$ cat config.mk
export PLATFORM = sky130hd
export DESIGN_NAME = dmem_resp
export DESIGN_NICKNAME = d
export VERILOG_FILES = /design/src/rtl/dmem_resp.sv
export SDC_FILE = /design/constraint.sdc
export NUM_CORES = 1
export LEC_CHECK = 0
export ABC_AREA = 1
export ABC_CLOCK_PERIOD_IN_PS = 3200
export CELL_PAD_IN_SITES_DETAIL_PLACEMENT = 2
export CELL_PAD_IN_SITES_GLOBAL_PLACEMENT = 2
export CORE_MARGIN = 2
export CORE_UTILIZATION = 39
export DETAILED_ROUTE_END_ITERATION = 10
export GPL_ROUTABILITY_DRIVEN = 0
export PLACE_DENSITY = 0.74
export SYNTH_ARGS = -nofsm -noshare
export SYNTH_HDL_FRONTEND = slang
export SYNTH_SLANG_ARGS = --single-unit
$ cat constraint.sdc
create_clock -name clk -period 3.2 [get_ports clk]
set_clock_uncertainty 0.2 [all_clocks]
set_input_delay 0.8 -clock clk [delete_from_list [all_inputs] [get_ports clk]]
set_output_delay 0.8 -clock clk [all_outputs]
set_load 0.03 [all_outputs]
$ cat src/rtl/dmem_resp.sv
// dmem_resp: byte-addressed little-endian data memory that answers an LSU
// request after a fixed number of wait states with a one-cycle ready strobe.
// Optional fault checking is enabled with `define DMEM_RESP_ERR_EN.
module dmem_resp #(
    parameter int unsigned DMEM_SIZE   = 128,
    parameter int unsigned WAIT_STATES = 1
) (
    input  logic        clk,
    input  logic        rstn,
    input  logic        mem_req_i,
    input  logic        mem_we_i,
    input  logic [2:0]  mem_size_i,
    input  logic [31:0] mem_addr_i,
    input  logic [31:0] mem_wdata_i,
    output logic [31:0] mem_rdata_o,
    output logic        mem_ready_o,
    output logic        mem_err_o
);

    localparam int unsigned AW        = $clog2(DMEM_SIZE);
    localparam int unsigned IW        = AW - 2;
    localparam int unsigned DEPTH     = DMEM_SIZE / 4;
    localparam logic [3:0]  WAIT_LAST = 4'(WAIT_STATES - 1);

    typedef enum logic [1:0] {S_IDLE, S_WAIT, S_RESP} state_t;

    typedef struct packed {
        logic        we;
        logic [2:0]  size;
        logic [31:0] addr;
        logic [31:0] wdata;
    } txn_t;

    state_t          state_q, state_d;
    logic [3:0]      cnt_q, cnt_d;
    txn_t            cap_q, cur;
    logic [31:0]     mem [DEPTH];
    logic [IW-1:0]   word_idx;
    logic [31:0]     rd_word, load_data, wr_data;
    logic [7:0]      rd_byte;
    logic [15:0]     rd_half;
    logic [3:0]      wr_be;
    logic            fault, accept, wr_en;
    logic            ready_d, err_d;
    logic [31:0]     rdata_d;

    // Transaction being decoded: live inputs while idle, captured copy otherwise
    always_comb begin
        cur = cap_q;
        if (state_q == S_IDLE) begin
            cur = '{we: mem_we_i, size: mem_size_i, addr: mem_addr_i, wdata: mem_wdata_i};
        end
    end

    assign accept   = (state_q == S_IDLE) && mem_req_i;
    assign word_idx = cur.addr[AW-1:2];
    assign rd_word  = mem[word_idx];

`ifdef DMEM_RESP_ERR_EN
    // Fault on illegal size, misaligned H/W or out-of-range address
    always_comb begin
        fault = 1'b0;
        if (cur.size inside {3'b011, 3'b110, 3'b111}) fault = 1'b1;
        if ((cur.size inside {3'b001, 3'b101}) && cur.addr[0]) fault = 1'b1;
        if ((cur.size == 3'b010) && (cur.addr[1:0] != 2'b00)) fault = 1'b1;
        if (cur.addr >= 32'(DMEM_SIZE)) fault = 1'b1;
    end
`else
    // Without checking, upper address bits wrap and sub-word misalignment is ignored
    logic unused_addr;
    assign unused_addr = ^cur.addr[31:AW];
    assign fault       = 1'b0;
`endif

    // Load lane selection and extension
    always_comb begin
        rd_byte   = 8'(rd_word >> {cur.addr[1:0], 3'b000});
        rd_half   = cur.addr[1] ? rd_word[31:16] : rd_word[15:0];
        load_data = rd_word;
        case (cur.size)
            3'b000:  load_data = {{24{rd_byte[7]}}, rd_byte};
            3'b100:  load_data = {24'h0, rd_byte};
            3'b001:  load_data = {{16{rd_half[15]}}, rd_half};
            3'b101:  load_data = {16'h0, rd_half};
            default: load_data = rd_word;
        endcase
    end

    // Store byte enables and lane-replicated write data
    always_comb begin
        wr_be   = 4'b1111;
        wr_data = cur.wdata;
        case (cur.size)
            3'b000, 3'b100: begin
                wr_be   = 4'(4'b0001 << cur.addr[1:0]);
                wr_data = {4{cur.wdata[7:0]}};
            end
            3'b001, 3'b101: begin
                wr_be   = cur.addr[1] ? 4'b1100 : 4'b0011;
                wr_data = {2{cur.wdata[15:0]}};
            end
            default: begin
                wr_be   = 4'b1111;
                wr_data = cur.wdata;
            end
        endcase
    end

    // State register and wait counter
    always_ff @(posedge clk or negedge rstn) begin
        if (!rstn) begin
            state_q <= S_IDLE;
            cnt_q   <= 4'd0;
        end else begin
            state_q <= state_d;
            cnt_q   <= cnt_d;
        end
    end

    // Next-state logic
    always_comb begin
        state_d = state_q;
        cnt_d   = cnt_q;
        case (state_q)
            S_IDLE: begin
                if (mem_req_i) begin
                    cnt_d   = 4'd0;
                    state_d = (WAIT_STATES == 0) ? S_RESP : S_WAIT;
                end
            end
            S_WAIT: begin
                if (cnt_q == WAIT_LAST) begin
                    cnt_d   = 4'd0;
                    state_d = S_RESP;
                end else begin
                    cnt_d = cnt_q + 4'd1;
                end
            end
            S_RESP:  state_d = S_IDLE;
            default: state_d = S_IDLE;
        endcase
    end

    // Output values for the coming cycle, plus the store strobe
    always_comb begin
        ready_d = (state_d == S_RESP);
        err_d   = ready_d && fault;
        rdata_d = 32'h0;
        if (ready_d && !cur.we && !fault) rdata_d = load_data;
        wr_en   = (state_q == S_RESP) && cur.we && !fault;
    end

    // Registered outputs
    always_ff @(posedge clk or negedge rstn) begin
        if (!rstn) begin
            mem_ready_o <= 1'b0;
            mem_err_o   <= 1'b0;
            mem_rdata_o <= 32'h0;
        end else begin
            mem_ready_o <= ready_d;
            mem_err_o   <= err_d;
            mem_rdata_o <= rdata_d;
        end
    end

    // Capture the request at acceptance
    always_ff @(posedge clk or negedge rstn) begin
        if (!rstn) begin
            cap_q <= '0;
        end else if (accept) begin
            cap_q <= cur;
        end
    end

    // Storage array, written on the edge leaving the response cycle
    always_ff @(posedge clk) begin
        if (wr_en) begin
            for (int b = 0; b < 4; b++) begin
                if (wr_be[b]) mem[word_idx][8*b +: 8] <= wr_data[8*b +: 8];
            end
        end
    end

endmodule

==> Yosys cells after proc, flatten, opt, wreduce, memory -nomap -nowiden <==
Memories as Yosys holds them, arrays and structs flattened.
Index checks and enable logic that the tools add are counted.
{ "totals": {"regBits": 107, "ramBits": 1024, "input_bits": 71, "memories": 1} }
{ "op_classes": {"n_addsub": 1, "n_eq_ne": 7, "shift": 2, "muxes": 25, "n_reduce_logical": 12} }
{ "memory_table": {"columns": ["name", "depth", "word_bits", "read_ports", "rd_clocked_by_memory_dff", "write_ports", "line", "source"], "rows": [
  ["mem", 32, 32, 1, 0, 1, "37", "logic [31:0] mem [DEPTH];"]
]} }
{ "ops": {"columns": ["cell", "n"], "rows": [
  ["$pmux 32 s4", 1],
  ["$mux 68", 1],
  ["$pmux 32 s2", 1],
  ["$mux 32", 1],
  ["$shr 32x5->8", 1],
  ["$mux 16", 1],
  ["$pmux 4 s2", 2],
  ["$mux 1", 12],
  ["$mux 4", 3],
  ["$eq 3x3->1 const B", 2],
  ["$add 4x1->4 const B", 1],
  ["$eq 2x2->1 const B", 2],
  ["$logic_not 4->1", 1],
  ["$mux 2", 2],
  ["$pmux 2 s2", 1],
  ["$reduce_and 2->1", 2],
  ["$reduce_or 2->1", 2],
  ["$shl 1x2->4 const A", 1],
  ["$eq 3x1->1 const B", 1],
  ["$logic_and 1x1->1", 3],
  ["$logic_not 3->1", 1],
  ["$eq 2x1->1 const B", 1],
  ["$logic_not 2->1", 1],
  ["$ne 2x2->1 const B", 1],
  ["2 further kinds", 2]
]} }

==> Logic depth before layout (Yosys ltp) <==
{ "logic_depth": {"depth_word": 8, "depth_mapped": 21, "mapped_depth_nobuf": 19} }

==> Least setup slack after synthesis <==
Ideal clock, no wire load.
{ "synth_path": {"kind": "register to register", "from": "register state_q[0]", "to": "memory mem[0][10], data pin", "setup_time_ns": 0.454, "arrival_time_ns": 2.807, "t_required_ns": 2.546, "setup_slack_ns": -0.261, "stages_incl_launch_ff": 7, "path_buffers": 3, "period_less_slack_ns": 3.461, "path_cell_list": "dfrtp_1 -> nor2_4 -> buf_6 -> buf_2 -> buf_1 -> mux2i_1 -> o21ai_0"} }
{ "synth_via": {"elab_chain_len": 5, "elab_cells_between_ends": 9, "classes_between": "eq/ne: 3; mux: 2; reduce/logical: 4"} }
{ "synth_rtl": {"columns": ["item", "line", "source"], "rows": [
  ["start: declaration", "34", "state_t state_q, state_d;"],
  ["start signal: assignment", "115", "state_q <= state_d;"],
  ["$logic_not 2->1 (*)", "50", "if (state_q == S_IDLE) begin"],
  ["$mux 68 (*)", "50", null],
  ["$eq 3x1->1 (tied with other cells)", "93", "case (cur.size)"],
  ["$reduce_or 2->1", "93", null],
  ["$pmux 32 s2 (*)", "93", null],
  ["via wr_data[10]", "39", "logic [31:0] rd_word, load_data, wr_data;"],
  ["end: declaration", "37", null]
]} }
Mark *: on every way through the listed nets, which the timed path passes. The rest lies on a longest branch.

==> Final worst setup path <==
{ "layout_path": {"from": "register state_q[0]", "to": "register mem_rdata_o[9]"} }
{ "layout_via": {"elab_chain_len": 6, "elab_cells_between_ends": 18, "classes_between": "eq/ne: 5; shift: 1; mux: 7; reduce/logical: 4; memory: 1"} }
{ "layout_rtl": {"columns": ["item", "line", "source"], "rows": [
  ["$logic_not 2->1", "50, 124", null],
  ["$mux 68", "50", null],
  ["$mem_v2 32x32", null, null],
  ["$shr 32x5->8 or $mux 16 (tied branches)", "77, 78", null],
  ["$pmux 32 s4", "80", "case (cur.size)"],
  ["$mux 32 (*)", "149", "if (ready_d && !cur.we && !fault) rdata_d = load_data;"],
  ["via rdata_d[9]", "45", "logic [31:0] rdata_d;"],
  ["end signal: assignment", "162", "mem_rdata_o <= rdata_d;"],
  ["end: declaration", "15", "output logic [31:0] mem_rdata_o,"]
]} }
Marks and branches as above.
A chain may end at the register's enable or synchronous reset.

==> tab_implementation.tex <==
\begin{tabular}{lr}
\hline
Metric & Value \\
\hline
\multicolumn{2}{l}{\textbf{Status}} \\
Status & finished with violations \\
Failing checks & setup timing \\
\multicolumn{2}{l}{\textbf{Route}} \\
Remaining antenna violation count & 0 \\
Number of detailed-routing iterations run before antenna repair & 6 \\
DR iter-0 viols & 4290 \\
Remaining DRCs & 0 \\
Total Routed Length & 216 mm \\
Wire length per cell & 36.4 µm \\
Overall via count from detail\_route & 35700 \\
Avg Vias per Cell & 6.00 \\
\multicolumn{2}{l}{\textbf{Flow run}} \\
Maxcap violations & 0 \\
\multicolumn{2}{l}{\textbf{CTS}} \\
Buffer depth of the longest clock path & 3 \\
Clock root buffer & clkbuf\_16 \\
Clock sink count & 1106 \\
CTS tree & built \\
Number of H-tree branching levels & 3 \\
Clock edge transition at the registers on the reported setup and hold paths & 0.07 ns \\
Insertion delay to the later sink of the worst-skew pair & 0.78 ns \\
Clock buffers created by TritonCTS & 121 \\
\multicolumn{2}{l}{\textbf{Setup path}} \\
Worst Setup Start Kind & flip-flop \\
Setup CP Type & flip-flop to flip-flop \\
Critical path cell sequence & nor2\_4 -> buf\_12 -> o21ai\_4 -> buf\_6 -> buf\_12 -> nand2\_8 -> buf\_12 -> buf\_4 -> buf\_4 -> o22ai\_1 -> o21ai\_0 -> nand2\_1 -> inv\_1 -> nand4\_1 -> a31oi\_1 \\
Cell family with most CP delay & buffers and inverters \\
Worst Reg2Reg Path Length in Cells & 15 \\
Max FO, Critical Path & 8 \\
R2r startpoint & state\_q[0] \\
Slowest cell delay on critical path & 0.51 ns \\
Most Frequent Cell on Critical Path & buf\_12 \\
Worst reg2reg path endpoint & mem\_rdata\_o[9] \\
Register-to-register setup slack & -0.51 ns \\
Data arrival time of the critical path & 4.17 ns \\
CP max stage cell & nand4\_1 \\
Type of destination of the critical path & flip-flop \\
Worst Path Required & 3.66 ns \\
Worst path buffer plus inverter count & 7 \\
\multicolumn{2}{l}{\textbf{Final layout}} \\
Commonest cells after routing, fill and taps aside & 1024 x edfxtp\_1, 725 x nand2\_1, 422 x buf\_4, 401 x inv\_1, 336 x o21ai\_0 \\
Net count, final & 4400 \\
Synth-to-layout area growth & 29.6\% \\
Layout cell share with drive strength beyond 1 & 0.247 \\
Non-filler instance count after layout & 5943 \\
Most frequent standard cell in the layout excluding fill and tap cells & edfxtp\_1 \\
\multicolumn{2}{l}{\textbf{Pwr}} \\
Leakage component of the power & 22.3 nW \\
Comb power frac & 0.336 \\
Switching share of power & 0.371 \\
Switching component of the power & 18.1 mW \\
Power share of the clock group & 0.297 \\
IR drop worst, VDD & 0.532 mV \\
Internal power consumption & 30.6 mW \\
Seq pwr share & 0.367 \\
Power density over the cells & 843 nW/µm² \\
\multicolumn{2}{l}{\textbf{Floorplanning}} \\
DIE HEIGHT & 342 µm \\
Core footprint & 114000 µm² \\
Die Area & 117000 µm² \\
Initial Util & 0.391 \\
Die boundary width & 342 µm \\
Number of placed I/O pins & 105 \\
Number of placement rows & 124 \\
\multicolumn{2}{l}{\textbf{Placed design}} \\
DPL Wire Length & 119 mm \\
Buffers on Ports & 78 \\
Cell count after placement & 5627 \\
\multicolumn{2}{l}{\textbf{STA}} \\
Setup\_tns & -58.56 ns \\
Clock period minus final worst setup slack & 3.71 ns \\
Part of the cycle the worst path needs & 1.16 \\
RSZ-0062 raised after global routing & true \\
Final number of hold-violating endpoints & 0 \\
Worst slew margin & 0.374 \\
Final count of pins violating max slew & 0 \\
Final critical-path setup slack & -0.506 ns \\
Transition at the pin with the smallest max-transition slack & 0.938 ns \\
Maximum clock frequency & 0.270 GHz \\
Final number of setup-violating endpoints & 823 \\
\multicolumn{2}{l}{\textbf{Worst hold path}} \\
Worst hold path cell count & 2 \\
Endpoint, Worst Hold & cap\_q[28] \\
Hold crit path type & flip-flop to flip-flop \\
Worst hold path startpoint & cap\_q[28] \\
\multicolumn{2}{l}{\textbf{Synth}} \\
Part of the Yosys area used for sequential elements & 0.736 \\
Mean instance size in the synthesized netlist & 12.1 µm² \\
Netlist area before placement & 44600 µm² \\
Cell count after synthesis & 3693 \\
Flops \& latches, synth & 1106 \\
Post-synth net total & 3766 \\
Warnings from Yosys & 0 \\
Post-synth cell types & 40 \\
\multicolumn{2}{l}{\textbf{GRT}} \\
Pin count of the biggest net entering global routing & 64 \\
All-layer global routing usage & 0.318 \\
Total congestion overflow after global routing & 0 \\
Antenna violations before repair & 8 \\
Number of global-route vias before repair & 37700 \\
Wire length of the first global-routing pass & 268 mm \\
\hline
\end{tabular}
[power by group through the flow]
stage                     logic, mW  registers (mW)  clock network [mW]
after floorplan                5.01            18.2                   0
after global placement         11.9            18.1                   0
final                          16.4            17.9                14.5
after global routing           16.6            17.9                15.0
after detailed placement       12.6            18.1                   0
after CTS                      13.6            17.8                14.2
[cell usage after synthesis (all sizes together)]
library cell	n	area, µm²
edfxtp	1024	30700
nand2	819	3130
o21ai	532	2690
inv	415	1560
nor2	243	957
o22ai	218	1360
buf	124	723
dfrtp	82	2050
nand3	68	363
clkbuf	58	218
a21oi	21	105
a31oi	12	75.1
or2	12	75.1
nand4	11	68.8
nor3	11	95.1
o211ai	11	82.6
o221ai	10	87.6
mux2i	8	80.1
nand3b	6	45.0
clkinv	2	8.75
ha	2	25.0
and3	1	6.26
conb	1	3.75
o21a	1	7.51
xor2	1	8.76
[tightest hold or removal path: cells and delay by family (launching register included)]
family | cells | cell delay [ns]
and+or+nand+nor | 1 | 0.05
DFF | 1 | 0.34
AOI/OAI and AO/OA | 1 | 0.08
[registers in the layout, indices dropped and copies added, names as in the netlist]
| register | count |
|---|---|
| mem | 1024 |
| mem_ready_o | 1 |
| state_q | 2 |
| cnt_q | 4 |
| mem_rdata_o | 32 |
| cap_q | 43 |
[final cells by class]
cell class | count | area (µm²)
Antenna cell | 2 | 5.00
Clock buffer | 162 | 3270
Sequential cell | 1106 | 32800
Multi-Input combinational cell | 1989 | 10400
Fill cell | 10900 | 56100
Tap cell | 1512 | 1890
Timing Repair Buffer | 691 | 7120
Inverter | 417 | 1600
Clock inverter | 63 | 606
Timing Repair inverter | 1 | 16.3
[per-stage QoR]
step	utilization	area (µm²)	hold WS [ns]	power (mW)	setup WS (ns)
2_1_floorplan	-	44600	0.248	23.2	0.105
3_3_place_gp	0.451	51400	0.262	30.0	-0.758
3_5_place_dp	0.451	51400	0.274	30.8	-0.908
4_1_cts	0.491	55900	0.288	45.7	-0.111
5_1_grt	0.507	57800	0.335	49.5	-0.492
6_report	0.507	57800	0.318	48.7	-0.506
[cell families (layout without fill, tap and decap cells)]
family	after synthesis	after routing	share of synthesized area
XOR/XNOR	1	1	0.000197
flip-flops	1106	1106	0.736
multiplexers	8	8	0.00180
adder cells (fa/ha/maj)	2	2	0.000561
AO/OA/AOI/OAI	805	805	0.0989
buffers and inverters	599	1334	0.0563
AND/OR/NAND/NOR	1171	1172	0.106
other	1	3	0.0000841
[worst max path at each step]
stage | to | startpoint | slack [ns] | cells past startpoint
floorplan | mem[0][24] | state_q[0] | 0.11 | 6
global placement | mem_rdata_o[4] | mem_addr_i[2] | -0.76 | 16
detailed placement | mem_rdata_o[5] | mem_addr_i[2] | -0.91 | 16
CTS | mem_rdata_o[31] | state_q[1] | -0.11 | 19
global route | mem_rdata_o[9] | state_q[0] | -0.49 | 15
finish | mem_rdata_o[9] | state_q[0] | -0.51 | 15
[metal layers]
layer / track usage / wire, µm / share of wire
met2: 0.552 / 105000 / 0.49
met5: 0 / 115 / 0.00053
met3: 0.0600 / 18300 / 0.084
met4: 0.172 / 17200 / 0.080
met1: 0.373 / 75400 / 0.35
[repair_timing]
item	in CTS	in global routing
pin swaps	13	103
endpoints found under the hold margin	30	0
resized for setup	102	447
cloned	6	13
endpoints found under the setup margin	382	758
setup buffers	23	58
hold buffers	1	0
(Power assumes the default switching activity.)
